### config.mk
export PLATFORM = sky130hd
export DESIGN_NAME = vigna_irq_ctrl
export DESIGN_NICKNAME = d
export VERILOG_FILES = /design/src/rtl/vigna_irq_pkg.sv /design/src/rtl/vigna_irq_arbiter.sv /design/src/rtl/vigna_irq_ctrl.sv
export SDC_FILE = /design/constraint.sdc
export NUM_CORES = 1
export LEC_CHECK = 0
export ABC_AREA = 1
export ABC_CLOCK_PERIOD_IN_PS = 13150
export CAP_MARGIN = 20
export CORE_MARGIN = 10
export CORE_UTILIZATION = 56
export CTS_CLUSTER_SIZE = 24
export DETAILED_ROUTE_END_ITERATION = 8
export HOLD_SLACK_MARGIN = 0.05
export PLACE_DENSITY = 0.95
export SKIP_LAST_GASP = 1
export SLEW_MARGIN = 20
export SYNTH_ARGS = -nofsm -noshare
export SYNTH_HDL_FRONTEND = slang
export SYNTH_SLANG_ARGS = --single-unit
### constraint.sdc
create_clock -name clk -period 13.15 [get_ports clk]
set_input_delay 2.63 -clock clk [delete_from_list [all_inputs] [get_ports clk]]
set_output_delay 2.63 -clock clk [all_outputs]
set_load 0.02 [all_outputs]
### src/rtl/vigna_irq_pkg.sv
// -----------------------------------------------------------------------------
// vigna_irq_pkg
// Shared constants for the Vigna external-interrupt controller: register
// offsets inside the 4 KiB slave window, interrupt-ID width and the
// "no interrupt" ID.
// -----------------------------------------------------------------------------
package vigna_irq_pkg;

   localparam int unsigned ID_W = 5;

   localparam logic [ID_W-1:0] ID_NONE = 5'd0;

   localparam logic [11:0] OFF_PENDING   = 12'h000;
   localparam logic [11:0] OFF_ENABLE    = 12'h004;
   localparam logic [11:0] OFF_MODE      = 12'h008;
   localparam logic [11:0] OFF_THRESH    = 12'h00C;
   localparam logic [11:0] OFF_CLAIM     = 12'h010;
   localparam logic [11:0] OFF_PRIO_BASE = 12'h040;

endpackage

### src/rtl/vigna_irq_arbiter.sv
// -----------------------------------------------------------------------------
// vigna_irq_arbiter
// Purely combinational priority arbiter. Picks the highest-priority source in
// the candidate mask; ties go to the lowest ID. A priority of 0 never wins.
// Ports:
//   cand      [NUM_SRC:1]          candidate mask, bit i = source ID i
//   prio_vec  [NUM_SRC*PRIO_W-1:0] priorities, source i at slice i-1
//   win_id    [ID_W-1:0]           winning ID, 0 when no candidate
//   win_prio  [PRIO_W-1:0]         priority of the winner, 0 when none
// -----------------------------------------------------------------------------
module vigna_irq_arbiter
   import vigna_irq_pkg::*;
#(
   parameter int unsigned NUM_SRC = 8,
   parameter int unsigned PRIO_W  = 3
) (
   input  logic [NUM_SRC:1]          cand,
   input  logic [NUM_SRC*PRIO_W-1:0] prio_vec,
   output logic [ID_W-1:0]           win_id,
   output logic [PRIO_W-1:0]         win_prio
);

   logic take_s;

   // Ascending scan with strict '>' keeps the lowest ID on equal priority.
   always_comb begin
      win_id   = ID_NONE;
      win_prio = {PRIO_W{1'b0}};
      take_s   = 1'b0;
      for (int i = 1; i <= NUM_SRC; i++) begin
         take_s   = cand[i] && (prio_vec[(i-1)*PRIO_W +: PRIO_W] > win_prio);
         win_id   = take_s ? ID_W'(i) : win_id;
         win_prio = take_s ? prio_vec[(i-1)*PRIO_W +: PRIO_W] : win_prio;
      end
   end

endmodule

### src/rtl/vigna_irq_ctrl.sv
// -----------------------------------------------------------------------------
// vigna_irq_ctrl
// External-interrupt controller for the Vigna core. Collects NUM_SRC sources
// (level or edge per source), arbitrates by priority against a threshold,
// and offers claim/complete over a valid/ready slave port.
// Ports:
//   clk, rst              clock, synchronous active-high reset
//   src_irq [NUM_SRC:1]   raw sources, bit i = source ID i, synchronous to clk
//   s_valid/s_ready       bus request / one-cycle response pulse
//   s_addr, s_wdata       byte address, write data
//   s_wstrb               nonzero = write (full word)
//   s_rdata               read data, valid while s_ready=1
//   ext_irq               registered interrupt request to the core
//   irq_id [4:0]          registered winner ID, only when VIGNA_IRQ_ID_OUT_EN
//                         is defined
// -----------------------------------------------------------------------------
module vigna_irq_ctrl
   import vigna_irq_pkg::*;
#(
   parameter int unsigned NUM_SRC   = 8,
   parameter int unsigned PRIO_W    = 3,
   parameter logic [31:0] BASE_ADDR = 32'h0000_2000
) (
   input  logic               clk,
   input  logic               rst,
   input  logic [NUM_SRC:1]   src_irq,
   input  logic               s_valid,
   output logic               s_ready,
   input  logic [31:0]        s_addr,
   input  logic [31:0]        s_wdata,
   input  logic [3:0]         s_wstrb,
   output logic [31:0]        s_rdata,
   output logic               ext_irq
`ifdef VIGNA_IRQ_ID_OUT_EN
   ,output logic [ID_W-1:0]   irq_id
`endif
);

   logic [NUM_SRC:1]             pending_r;
   logic [NUM_SRC:1]             enable_r;
   logic [NUM_SRC:1]             mode_r;
   logic [NUM_SRC:1]             in_service_r;
   logic [NUM_SRC:1]             prev_r;
   logic [NUM_SRC:1][PRIO_W-1:0] prio_r;
   logic [PRIO_W-1:0]            thresh_r;
   logic                         s_ready_r;
   logic [31:0]                  s_rdata_r;
   logic                         ext_irq_r;

   logic                         acc_s, rd_s, wr_s, win_hit_s;
   logic                         claim_s, cpl_s, prio_hit_s;
   logic [11:0]                  off_s, prio_off_s;
   logic [9:0]                   prio_word_s;
   logic [ID_W-1:0]              prio_idx_s;
   logic [NUM_SRC:1]             cand_s, rise_s, claim_clr_s, cpl_clr_s;
   logic [NUM_SRC:1]             in_service_nxt_s, pending_nxt_s;
   logic [ID_W-1:0]              win_id_s;
   logic [PRIO_W-1:0]            win_prio_s;
   logic [31:0]                  rdata_s;
   logic                         unused_s;

   // An access executes only in the cycle before its response pulse.
   assign acc_s       = s_valid & ~s_ready_r;
   assign wr_s        = acc_s & (s_wstrb != 4'b0000);
   assign rd_s        = acc_s & (s_wstrb == 4'b0000);
   assign win_hit_s   = (s_addr[31:12] == BASE_ADDR[31:12]);
   assign off_s       = s_addr[11:0];
   assign prio_off_s  = off_s - OFF_PRIO_BASE;
   assign prio_word_s = prio_off_s[11:2];
   assign prio_idx_s  = prio_word_s[ID_W-1:0];
   assign prio_hit_s  = win_hit_s && (off_s >= OFF_PRIO_BASE) &&
                        (prio_off_s[1:0] == 2'b00) &&
                        (prio_word_s >= 10'd1) && (prio_word_s <= 10'(NUM_SRC));
   assign claim_s     = rd_s & win_hit_s & (off_s == OFF_CLAIM);
   assign cpl_s       = wr_s & win_hit_s & (off_s == OFF_CLAIM);
   assign unused_s    = ^{s_wdata, win_prio_s};

   // Candidate mask: requesting, enabled, not in service, above threshold.
   always_comb begin
      cand_s = {NUM_SRC{1'b0}};
      for (int i = 1; i <= NUM_SRC; i++) begin
         cand_s[i] = pending_r[i] & enable_r[i] & ~in_service_r[i] &
                     (prio_r[i] > thresh_r);
      end
   end

   vigna_irq_arbiter #(
      .NUM_SRC (NUM_SRC),
      .PRIO_W  (PRIO_W)
   ) u_arbiter (
      .cand     (cand_s),
      .prio_vec (prio_r),
      .win_id   (win_id_s),
      .win_prio (win_prio_s)
   );

   // Next pending / in-service state. Edge set beats a same-cycle claim;
   // level sources are masked by the post-update in-service bit.
   always_comb begin
      claim_clr_s = {NUM_SRC{1'b0}};
      cpl_clr_s   = {NUM_SRC{1'b0}};
      for (int i = 1; i <= NUM_SRC; i++) begin
         if (claim_s && (win_id_s == ID_W'(i))) begin
            claim_clr_s[i] = 1'b1;
         end else begin
            claim_clr_s[i] = 1'b0;
         end
         if (cpl_s && (s_wdata[ID_W-1:0] == ID_W'(i))) begin
            cpl_clr_s[i] = 1'b1;
         end else begin
            cpl_clr_s[i] = 1'b0;
         end
      end
      rise_s           = src_irq & ~prev_r;
      in_service_nxt_s = (in_service_r | claim_clr_s) & ~cpl_clr_s;
      pending_nxt_s    = (mode_r & (rise_s | (pending_r & ~claim_clr_s))) |
                         (~mode_r & src_irq & ~in_service_nxt_s);
   end

   // Read data mux; a claim read returns the current winner.
   always_comb begin
      rdata_s = 32'h0000_0000;
      if (!win_hit_s) begin
         rdata_s = 32'h0000_0000;
      end else begin
         case (off_s)
            OFF_PENDING: rdata_s = 32'({pending_r, 1'b0});
            OFF_ENABLE:  rdata_s = 32'({enable_r, 1'b0});
            OFF_MODE:    rdata_s = 32'({mode_r, 1'b0});
            OFF_THRESH:  rdata_s = 32'(thresh_r);
            OFF_CLAIM:   rdata_s = 32'(win_id_s);
            default: begin
               for (int i = 1; i <= NUM_SRC; i++) begin
                  if (prio_hit_s && (prio_idx_s == ID_W'(i))) begin
                     rdata_s = 32'(prio_r[i]);
                  end else begin
                     rdata_s = rdata_s;
                  end
               end
            end
         endcase
      end
   end

   // Bus response: one-cycle ready pulse with the read data captured alongside.
   always_ff @(posedge clk) begin
      if (rst) begin
         s_ready_r <= 1'b0;
         s_rdata_r <= 32'h0000_0000;
      end else begin
         s_ready_r <= acc_s;
         s_rdata_r <= rd_s ? rdata_s : 32'h0000_0000;
      end
   end

   // Interrupt state: source history, pending, in-service and the request line.
   always_ff @(posedge clk) begin
      if (rst) begin
         prev_r       <= {NUM_SRC{1'b0}};
         pending_r    <= {NUM_SRC{1'b0}};
         in_service_r <= {NUM_SRC{1'b0}};
         ext_irq_r    <= 1'b0;
      end else begin
         prev_r       <= src_irq;
         pending_r    <= pending_nxt_s;
         in_service_r <= in_service_nxt_s;
         ext_irq_r    <= (win_id_s != ID_NONE);
      end
   end

   // Software-visible configuration registers.
   always_ff @(posedge clk) begin
      if (rst) begin
         enable_r <= {NUM_SRC{1'b0}};
         mode_r   <= {NUM_SRC{1'b0}};
         thresh_r <= {PRIO_W{1'b0}};
         prio_r   <= {(NUM_SRC*PRIO_W){1'b0}};
      end else if (wr_s && win_hit_s) begin
         case (off_s)
            OFF_ENABLE: enable_r <= s_wdata[NUM_SRC:1];
            OFF_MODE:   mode_r   <= s_wdata[NUM_SRC:1];
            OFF_THRESH: thresh_r <= s_wdata[PRIO_W-1:0];
            default: begin
               for (int i = 1; i <= NUM_SRC; i++) begin
                  if (prio_hit_s && (prio_idx_s == ID_W'(i))) begin
                     prio_r[i] <= s_wdata[PRIO_W-1:0];
                  end else begin
                     prio_r[i] <= prio_r[i];
                  end
               end
            end
         endcase
      end else begin
         enable_r <= enable_r;
      end
   end

   assign s_ready = s_ready_r;
   assign s_rdata = s_rdata_r;
   assign ext_irq = ext_irq_r;

`ifdef VIGNA_IRQ_ID_OUT_EN
   logic [ID_W-1:0] irq_id_r;

   // Vectoring ID, registered with ext_irq so the two always agree.
   always_ff @(posedge clk) begin
      if (rst) begin
         irq_id_r <= ID_NONE;
      end else begin
         irq_id_r <= win_id_s;
      end
   end

   assign irq_id = irq_id_r;
`else
   // No vectoring output: software obtains the ID through a claim read.
`endif

endmodule
==> Word-level counts from Yosys, hierarchy flattened <==
Cells that the tools add are included.
{ "word_totals": {"reg_bits": 101, "in_bits": 79, "out_inout_bits": 34} }
{ "classes": {"add_sub_neg": 1, "magnitude_cmp": 19, "eq_ne": 29, "muxes": 40, "bitwise": 57, "reduce_logical": 55} }
{ "ops": {"columns": ["operator", "n"], "rows": [
  ["$mux W32", 7],
  ["$pmux W32 S5", 1],
  ["$eq A5 B3 Y1 const B", 12],
  ["$and A8 B8 Y8", 6],
  ["$gt A3 B3 Y1", 15],
  ["$not A8 Y8", 5],
  ["$logic_and A1 B1 Y1", 37],
  ["$mux W5", 7],
  ["$and A1 B1 Y1", 31],
  ["$eq A5 B2 Y1 const B", 6],
  ["$eq A12 B4 Y1 const B", 2],
  ["$mux W3", 8],
  ["$or A8 B8 Y8", 3],
  ["$reduce_and A3 Y1", 8],
  ["$eq A20 B2 Y1 const B", 1],
  ["$mux W1", 17],
  ["$eq A5 B1 Y1 const B", 3],
  ["$eq A5 B4 Y1 const B", 3],
  ["$eq A12 B3 Y1 const B", 1],
  ["$eq A12 B5 Y1 const B", 1],
  ["$ge A12 B7 Y1 const B", 1],
  ["$logic_not A12 Y1", 1],
  ["$not A1 Y1", 12],
  ["$sub A12 B7 Y12 const B", 1],
  ["other kinds (9)", 12]
]} }

==> Logic depth before layout (Yosys ltp) <==
{ "logic_depth": {"ltp_word": 34, "depth_mapped": 66} }

==> Modules after synthesis <==
From an unflattened synthesis, not the netlist that was laid out.
{ "unflattened": {"cells_unflattened": 787, "hier_area_um2": 5451.5} }
{ "modules_own_cells": {"columns": ["mod", "instances", "cells_per_inst", "area_each_um2", "seq_area_each_um2"], "rows": [
  ["vigna_irq_ctrl", 1, 632, 4504.3, 1561.5],
  ["vigna_irq_arbiter", 1, 155, 947.2, 0.0]
]} }

==> Worst setup path before layout <==
No wires, ideal clock.
{ "synth_timing": {"path_kind": "flip-flop to flip-flop", "from": "register thresh_r[2]", "to": "register pending_r[2] (netlist name)", "setup_time_ns": 0.071, "arrival_ns": 8.313, "required_ns": 13.079, "path_slack_ns": 4.766, "path_stages_with_launch": 65, "n_path_buf": 0, "synth_period_minus_slack_ns": 8.384, "cell_sequence": "dfxtp_1 inv_1 ha_1 nand2_1 nor2_1 nor2_1 nand2_1 a21oi_1 inv_1 nor2_1 ha_1 inv_1 nor2_1 nor2_2 nand2_2 o21ai_0 ha_1 nand3_1 (+29 left out) nor4_1 nand3_2 nand2_1 o21ai_0 ha_1 nand3_1 nand2_1 a311oi_1 nand2_1 nand2_1 nor2_1 nand4_1 inv_1 nand2_1 nand2_1 nand2_1 nand2_1 a21oi_1"} }
{ "synth_between": {"elab_chain_len": 33, "elab_cells_between_ends": 58, "classes_between": "15 x order compare; 1 x eq/ne; 16 x mux; 17 x bitwise; 9 x reduce/logical"} }
{ "synth_lines": {"columns": ["item", "line_no", "text"], "rows": [
  ["start, declared", "vigna_irq_ctrl.sv:45", "logic [PRIO_W-1:0] thresh_r;"],
  ["start signal, assigned", "vigna_irq_ctrl.sv:176", "thresh_r <= {PRIO_W{1'b0}};"],
  ["start signal, assigned", "vigna_irq_ctrl.sv:182", "OFF_THRESH: thresh_r <= s_wdata[PRIO_W-1:0];"],
  ["$gt A3 B3 Y1", "vigna_irq_ctrl.sv:83", "(prio_r[i] > thresh_r);"],
  ["$and A1 B1 Y1", "vigna_irq_ctrl.sv:82", "cand_s[i] = pending_r[i] & enable_r[i] & ~in_service_r[i] &"],
  ["$logic_and A1 B1 Y1", "vigna_irq_arbiter.sv:31", "take_s = cand[i] && (prio_vec[(i-1)*PRIO_W +: PRIO_W] > win_prio);"],
  ["$mux W3", "vigna_irq_arbiter.sv:33", "win_prio = take_s ? prio_vec[(i-1)*PRIO_W +: PRIO_W] : win_prio;"],
  ["$gt A3 B3 Y1", "vigna_irq_arbiter.sv:31", null],
  ["$logic_and A1 B1 Y1", "vigna_irq_arbiter.sv:31", null],
  ["$mux W3", "vigna_irq_arbiter.sv:33", null],
  ["$gt A3 B3 Y1", "vigna_irq_arbiter.sv:31", null],
  ["(+17 left out)", null, null],
  ["$eq A5 B2 Y1 *", "vigna_irq_ctrl.sv:103", "if (claim_s && (win_id_s == ID_W'(i))) begin"],
  ["$logic_and A1 B1 Y1 *", "vigna_irq_ctrl.sv:103", null],
  ["$mux W1 *", "vigna_irq_ctrl.sv:103", null],
  ["$not A8 Y8 or $or A8 B8 Y8 (tied branches)", "vigna_irq_ctrl.sv:116, vigna_irq_ctrl.sv:115", null],
  ["$and A8 B8 Y8, on equally long branches", "vigna_irq_ctrl.sv:116, vigna_irq_ctrl.sv:115", null],
  ["$or A8 B8 Y8 or $not A8 Y8 (tied branches)", "vigna_irq_ctrl.sv:116, vigna_irq_ctrl.sv:117", null],
  ["$and A8 B8 Y8, on equally long branches", "vigna_irq_ctrl.sv:116, vigna_irq_ctrl.sv:117", null],
  ["$or A8 B8 Y8 *", "vigna_irq_ctrl.sv:116", "pending_nxt_s = (mode_r & (rise_s | (pending_r & ~claim_clr_s))) |"],
  ["end signal, assigned", "vigna_irq_ctrl.sv:160", "pending_r <= {NUM_SRC{1'b0}};"],
  ["end signal, assigned", "vigna_irq_ctrl.sv:165", "pending_r <= pending_nxt_s;"],
  ["end, declared", "vigna_irq_ctrl.sv:39", "logic [NUM_SRC:1] pending_r;"]
]} }
Every way passes the cells marked *; elsewhere a longest branch is shown, timed or not.
A chain may end at the register's enable or synchronous reset.

==> Final worst setup path <==
{ "layout_timing": {"from": "register thresh_r[1]", "to": "register pending_r[1] (netlist name)"} }
{ "layout_between": {"elab_chain_len": 33, "elab_cells_between_ends": 58, "classes_between": "15 x order compare; 1 x eq/ne; 16 x mux; 17 x bitwise; 9 x reduce/logical"} }
{ "layout_lines": {"columns": ["item", "line_no"], "rows": [
  ["$gt A3 B3 Y1", "vigna_irq_ctrl.sv:83"],
  ["$and A1 B1 Y1", "vigna_irq_ctrl.sv:82"],
  ["$logic_and A1 B1 Y1", "vigna_irq_arbiter.sv:31"],
  ["$mux W3", "vigna_irq_arbiter.sv:33"],
  ["$gt A3 B3 Y1", "vigna_irq_arbiter.sv:31"],
  ["$logic_and A1 B1 Y1", "vigna_irq_arbiter.sv:31"],
  ["$mux W3", "vigna_irq_arbiter.sv:33"],
  ["$gt A3 B3 Y1", "vigna_irq_arbiter.sv:31"],
  ["(+17 left out)", null],
  ["$eq A5 B1 Y1 *", "vigna_irq_ctrl.sv:103"],
  ["$logic_and A1 B1 Y1 *", "vigna_irq_ctrl.sv:103"],
  ["$mux W1 *", "vigna_irq_ctrl.sv:103"],
  ["$not A8 Y8 or $or A8 B8 Y8 (tied branches)", "vigna_irq_ctrl.sv:116, vigna_irq_ctrl.sv:115"],
  ["$and A8 B8 Y8, on equally long branches", "vigna_irq_ctrl.sv:116, vigna_irq_ctrl.sv:115"],
  ["$or A8 B8 Y8 or $not A8 Y8 (tied branches)", "vigna_irq_ctrl.sv:116, vigna_irq_ctrl.sv:117"],
  ["$and A8 B8 Y8, on equally long branches", "vigna_irq_ctrl.sv:116, vigna_irq_ctrl.sv:117"],
  ["$or A8 B8 Y8 *", "vigna_irq_ctrl.sv:116"]
]} }
Marked as above.

==> reports/results.md <==
| Quantity | This run |
|---|---|
| Highest Clock Rate | 95.1 MHz |
| FF+latch count, synth | 78 |
| Final number of hold-violating endpoints | 0 |
| Final period utilization | 80.0% |
| Die W | 116 um |
| # Max-Cap Violations | 0 |
| Number of global-route vias before repair | 5009 |
| Number of sinks handled by clock tree synthesis | 78 |
| Min Tclk post-route | 10.52 ns |
| Clock root buffer master | clkbuf_8 |
| Count of hold buffers inserted by post-cts repair | 0 |
| Global-route total usage across every layer | 21.9% |
| Share of total power in the clock network | 40.3% |
| Core ar. | 9110 um2 |
| Grt ovf | 0 |
| Unrepaired setup endpoints after global routing | no |
| Top-area cell type share of the netlist area | 30.2% |
| CTS buffer count | 9 |
| CTS H-Tree Depth | 3 |
| Detail-routed via count per cell | 5.67 |
| Netlist Area Pre-Place | 5170 um2 |
| Synthesized area per cell | 6.88 um2 |
| Max IR drop VDD | 0.0000693 V |
| Tightest hold margin | 0.454 ns |
| Number of nets with antenna violations after detailed routing | 0 |
| Max-Slew Margin vs Limit | 34.5% |
| Port Buffer Count | 66 |
| Latest clock arrival within the worst-skew pair | 0.37 ns |
| Antenna diode count | 0 |
| Critical Path End Type | register |
| Pin slew with the least headroom to its limit | 0.981 ns |
| Post-route DRC violation count | 0 |
| Post-CTS Repair Setup Buffers | 0 |
| Total detailed-routing wirelength | 14.8 mm |
| Average wire per cell in the routed design | 15.8 um |
| Number of violations reported at the end of detailed-routing iteration 0 | 543 |
| Kind of critical path | register to register |
| TritonCTS clock tree | yes |
| P_int | 349 uW |
| Commonest cells in the netlist | nand2_1 (121), nor2_1 (106), inv_1 (89) |
| Post-synth top flop | dfxtp_1 |
| Path type of the worst min-delay path | register to register |
| Setup TNS after final layout | 0 ns |
| Total of cells resized after clock tree synthesis | 0 |
| HPWL reported at the end of detailed placement | 11.3 mm |
| Clock tree skew after final layout | 0.00926 ns |
| Ys Warns | 0 |
| Endpoint arrival time on the critical path | 10.76 ns |
| Number of distinct standard cells referenced by the synthesized netlist | 49 |
| Wire length of the first global-routing pass | 23.7 mm |
| Placed cell area | 5860 um2 |
| Initial antenna violation count | 0 |
| Standard-cell rows | 35 |
| Effective utilization at floorplan | 56.8% |
| Status | complete, no violations |
| Switch Pwr | 125 uW |
| Die span in y | 116 um |
| Number of instances in the synthesized netlist | 752 |
| Crit path required time | 13.39 ns |
| Slowest stage cell on the critical path | inv_1 |
| Sequential Power Share | 50.7% |
| Final core area utilization | 66.6% |
| Minimum setup slack among reg-to-reg paths | 2.63 ns |
| Lkg Pwr | 2.60 nW |
| Library cell occupying the most area in the post-synthesis netlist | dfxtp_1 |
| Worst stage delay on the critical path | 0.39 ns |
| Most frequent cell after synthesis | nand2_1 |
| PwrDens | 78.2 nW/um2 |
| Setup violators final | 0 |
| Max-slew violation total from the final report | 0 |
| Top post-synthesis cells by area | dfxtp_1 (30%), ha_1 (9.9%), nand2_1 (8.8%) |
| Final instance area | 6060 um2 |
| Post-route total power | 474 uW |
| Fraction of final layout cells with drive strength greater than 1 | 7.52% |
| Share of power burned in combinational logic | 9.1% |
| Die Outline Area | 13500 um2 |
| Net Sw Frac | 26.4% |
| Final net count | 940 |
| Register clock-pin slew on the reported worst setup and hold paths | 0.09 ns |
| Iteration count of the initial detailed-routing pass | 5 |
| Number of buffers between clock root and the deepest sink | 2 |
| Signed area change from the synthesized netlist to the final layout | 17.1% |
| Synth async-reset ratio | 0% |
| Count of boundary I/O pins | 113 |
| Startpoint class of the critical path | register |
| Crit path max fanout | 10 |
| Largest net degree at the start of global routing | 37 |
| Post-synth EDFFs | 0 |
| Via total after detailed routing | 5303 |
| Final Wtd Congestion | 0.962 |
| Seq/Total Area, Yosys | 30.2% |
==> state kept, by name, indices dropped and copies added (netlist names), 3 cells and up <==
register and count:
enable_r 8, in_service_r 8, mode_r 8, pending_r 8, prev_r 8, prio_r 24, s_rdata 9, thresh_r 3
==> final cells by class <==
class	count	area, um2
tap	111	139
clock inverter	7	80.1
multi-input combinational	566	3120
fill	760	3050
sequential	78	1560
timing repair buffer	67	668
clock buffer	9	124
inverter	98	372
==> cells by family (layout without fill, tap and decap cells) <==
logic type	count (synthesis)	count (layout)	synth area share, %
adder cells (fa/ha/maj)	41	41	9.91
flip-flops	78	78	30.2
other	1	23	0.0725
AO/OA/AOI/OAI	168	168	18.4
AND/OR/NAND/NOR	334	334	30.2
buffers and inverters	130	181	11.2
==> cell usage in the layout, fill, tap and decap left out, types with 3 or more instances in the layout <==
cell type,instances
nand2_1,121
dfxtp_1,78
o21ai_1,4
nand2_2,10
nand4_1,6
nor2_1,106
o211ai_1,8
nor4_1,8
conb_1,23
clkbuf_8,9
nand2_4,3
a311oi_1,3
inv_2,4
or2_2,6
inv_1,89
or2_1,3
nor3_1,6
o21ai_0,64
nand3_2,9
o22ai_1,6
clkdlybuf4s50_1,66
nand3_1,39
a21oi_1,58
a211oi_1,12
clkinv_1,3
ha_1,41
nor2_2,4
==> metal layers <==
layer / up-vias / wire length [um] / GRT usage (%)
met5: - / 0 / 0
met4: 0 / 379 / 9.42
met3: 36 / 1490 / 4.98
met2: 276 / 6840 / 36.5
met1: 2376 / 6060 / 26.4
li1: 2615 / - / -
==> final timing paths <==
path	start	to	cells after the start
worst max register to register	thresh_r[1]	pending_r[1]	59
worst min-delay path	s_ready	s_ready	1
worst max-delay path	thresh_r[1]	pending_r[1]	59
worst min register to register	s_ready	s_ready	1
==> critical path: cells and delay by family, from the launching register on <==
kind | cells | cell delay (ns)
simple gates | 36 | 4.77
fa+ha+maj | 8 | 2.37
compound gates | 12 | 2.37
flops | 1 | 0.32
buf+inv | 3 | 0.50
==> power groups by stage <==
| stage | Combinational (mW) | Sequential, mW | Clock, mW |
|---|---|---|---|
| floorplan | 0.0246 | 0.245 | 0 |
| global placement | 0.0411 | 0.245 | 0 |
| detailed placement | 0.0420 | 0.246 | 0 |
| CTS | 0.0421 | 0.240 | 0.191 |
| global route | 0.0466 | 0.240 | 0.200 |
| finish | 0.0430 | 0.240 | 0.191 |
==> stage by stage <==
| step | setup WS (ns) | std cells |
|---|---|---|
| after floorplan | 4.77 | 774 |
| after global placement | 3.17 | 920 |
| after detailed placement | 3.05 | 920 |
| after CTS | 2.94 | 936 |
| after global routing | 2.02 | 936 |
| final | 2.63 | 936 |
(Power assumes the default switching activity.)
==> RTL edit (config.mk and constraints unchanged) <==
Add a define of `VIGNA_IRQ_ID_OUT_EN`.
--- a/src/rtl/vigna_irq_ctrl.sv
+++ b/src/rtl/vigna_irq_ctrl.sv
@@ -16,2 +16,4 @@
 // -----------------------------------------------------------------------------
+`define VIGNA_IRQ_ID_OUT_EN
+
 module vigna_irq_ctrl
Behaviour (old outputs only; new: irq_id): unchanged (equiv_simple and equiv_induct, registers matched by name and starting in step).
==> RTL edit against the original RTL <==
- non-clock buffer count increased by 4
- design area increased by 4.3%
- sequential cell count increased by 4
- area after synthesis increased by 3.8%
- total power increased by 4.1%
- worst setup slack improved by 0.62 ns
- highest routed layer unchanged
- wire length increased by 5.7%
==> RTL edit: results (changes against the original RTL) <==
Timing
  • Hold Slack: 0.4908 ns (+0.03684 ns)
  • Setup TNS Final: 0 ns (unchanged)
  • Worst-margin pin slew: 0.9402 ns (-0.04112 ns)
  • Hold Violations, Final: 0 (unchanged)
  • Skew final: 0.01090 ns (+0.001642 ns)

Clock network
  • Clock Path Buffers: 2 (unchanged)
  • H-tree lvl count: 3 (unchanged)
  • Post-CTS Setup Inserts: 0 (unchanged)
  • Clock Latency Late Sink: 0.36 ns
  • Root buf cell: clkbuf_8
  • TritonCTS buffer count: 9 (unchanged)
  • Clk pin slew, worst setup/hold paths: 0.09 ns (about the same)
  • Post-CTS Resized: 0 (unchanged)

Logic synthesis
  • Yosys top cell by area: dfxtp_1
  • Ys flop type: dfxtp_1
  • Main area contributors after synthesis: dfxtp_1 (31%), ha_1 (9.5%), nand2_1 (8.5%)
  • Avg Inst Size Synth: 6.952 sq um (+1.0%)
  • Register area share after synthesis: 30.55% (+0.37 points)
  • Post-synth ARST share: 0% (unchanged)
  • Yosys warning count: 0 (unchanged)
  • Top post-synthesis cells by count: nand2_1 (121), nor2_1 (112), inv_1 (89)
  • Yosys cell types: 49 (unchanged)

Placed design
  • GP Congestion: 0.9804 (+1.9%)
  • DP Area: 6111 sq um (+4.3%)
  • Detailed placer's ending HPWL: 11.72 mm (+4.2%)
  • Port bufs: 70 (+6.1%)
  • Setup WS pre-CTS: 3.472 ns (+0.4189 ns)

Power
  • Maximum VDD drop: 0.00006827 V (-1.4%)
  • Leak Pwr: 2.700 nW (+4.0%)

Cells and area
  • Biggest register: prio_r
  • Share of cells above drive strength 1: 8.245% (+0.73 points)
  • Post-Layout Cell Count: 978 (+4.5%)
  • Max FFs per register: 24 (unchanged)
  • Final #Nets: 964 (+2.6%)
  • Fillers: 766 (+0.79%)

Hold path
  • Min-delay worst type: reg -> reg
  • Worst hold path depth: 2 (+1)
  • Hold Path End: enable_r[6]$_SDFFE_PP0P_
  • HP Start: enable_r[6]$_SDFFE_PP0P_

Routing
  • DR pass1 iterations: 6 (+1)
  • Final wirelength: 15.60 mm (+5.7%)
  • Detailed Route Iter0 Violations: 601 (+11%)
  • DR vias/cell: 5.681 (+0.27%)

GRT
  • Maximum number of pins on one net before global-route repair: 42 (+14%)
  • Vias in the first global route: 5358 (+7.0%)
  • First-pass GRT wire length: 25.39 mm (+7.4%)
  • Antenna violations before repair: 0 (unchanged)
  • GRT Total Usage: 21.67% (-0.20 points)

Floorplan
  • Die area: 13910 sq um (+3.2%)

Setup path
  • R2r setup slk: 3.25 ns (+0.62 ns)
  • Critical path data arrival time: 10.13 ns (-0.63 ns)
  • Origin of the critical flop-to-flop path: thresh_r[0]$_SDFFE_PP0P_
  • Cells on worst reg2reg path: 58 (-1.7%)
  • CP max stage delay: 0.71 ns (+0.32 ns)
  • R2R Path End: pending_r[2]$_SDFF_PP0_
  • CP Max Fanout: 10 (unchanged)
  • Critical path's slowest cell: dfxtp_1

Run status
  • Status: finished, final reports clean
[RTL edit: cell count changes after synthesis, moves of 4 or more]
cell | unedited run | this run
nand2_2 | 10 | 14
o31ai_1 | 0 | 4
nor2_1 | 106 | 112
dfxtp_1 | 78 | 82
o211ai_1 | 8 | 2
nand4_1 | 6 | 10
[RTL edit: critical path: cells and delay by family (launching register included)]
family | cells | cell delay (ns)
AND/OR/NAND/NOR | 37 | 4.33
adder cells (fa/ha/maj) | 8 | 2.39
buffers and inverters | 3 | 0.35
AO/OA/AOI/OAI | 10 | 1.98
flip-flops | 1 | 0.71
[RTL edit: worst max path at each step]
| stage | startpoint | to | slack, ns | cells past startpoint |
|---|---|---|---|---|
| after floorplan | thresh_r[2]$_SDFFE_PP0P_ | pending_r[1]$_SDFF_PP0_ | 4.91 | 63 |
| after global placement | thresh_r[2]$_SDFFE_PP0P_ | pending_r[1]$_SDFF_PP0_ | 3.75 | 61 |
| after CTS | thresh_r[2]$_SDFFE_PP0P_ | pending_r[4]$_SDFF_PP0_ | 3.37 | 61 |
| after global routing | thresh_r[2]$_SDFFE_PP0P_ | pending_r[4]$_SDFF_PP0_ | 2.46 | 62 |
| final | thresh_r[0]$_SDFFE_PP0P_ | pending_r[2]$_SDFF_PP0_ | 3.25 | 58 |
| after detailed placement | thresh_r[2]$_SDFFE_PP0P_ | pending_r[4]$_SDFF_PP0_ | 3.47 | 61 |
[RTL edit: cell type report]
class	instances	area (sq um)	share of cell area (%)
Clock buffer	10	137.6	2.178
Clock inverter	6	71.32	1.128
Inverter	95	359.1	5.682
Multi-Input combinational cell	585	3241	51.28
Sequential cell	82	1642	25.97
Tap cell	129	161.4	2.554
Timing Repair Buffer	71	708.2	11.21
[RTL edit: layer usage]
layer | global-route usage, % | vias up | part of all wire (%)
met1 | 25.42 | 2464 | 38
li1 | - | 2689 | -
met3 | 5.947 | 54 | 12
met4 | 10.90 | 0 | 4.1
met5 | 0 | - | 0
met2 | 35.42 | 349 | 46
[RTL edit: logic make-up after synthesis]
logic type | Yosys count | share of synthesized area [%]
AND/OR/NAND/NOR | 351 | 31.34
AO/OA/AOI/OAI | 169 | 17.74
buffers and inverters | 129 | 10.76
flip-flops | 82 | 30.55
adder cells (fa/ha/maj) | 41 | 9.546
other | 1 | 0.06978
[RTL edit: where the power goes]
| part | internal (mW) | switching, mW |
|---|---|---|
| clock network | 0.0950 | 0.101 |
| registers | 0.251 | 0.00138 |
| logic | 0.0196 | 0.0258 |
| total | 0.366 | 0.128 |
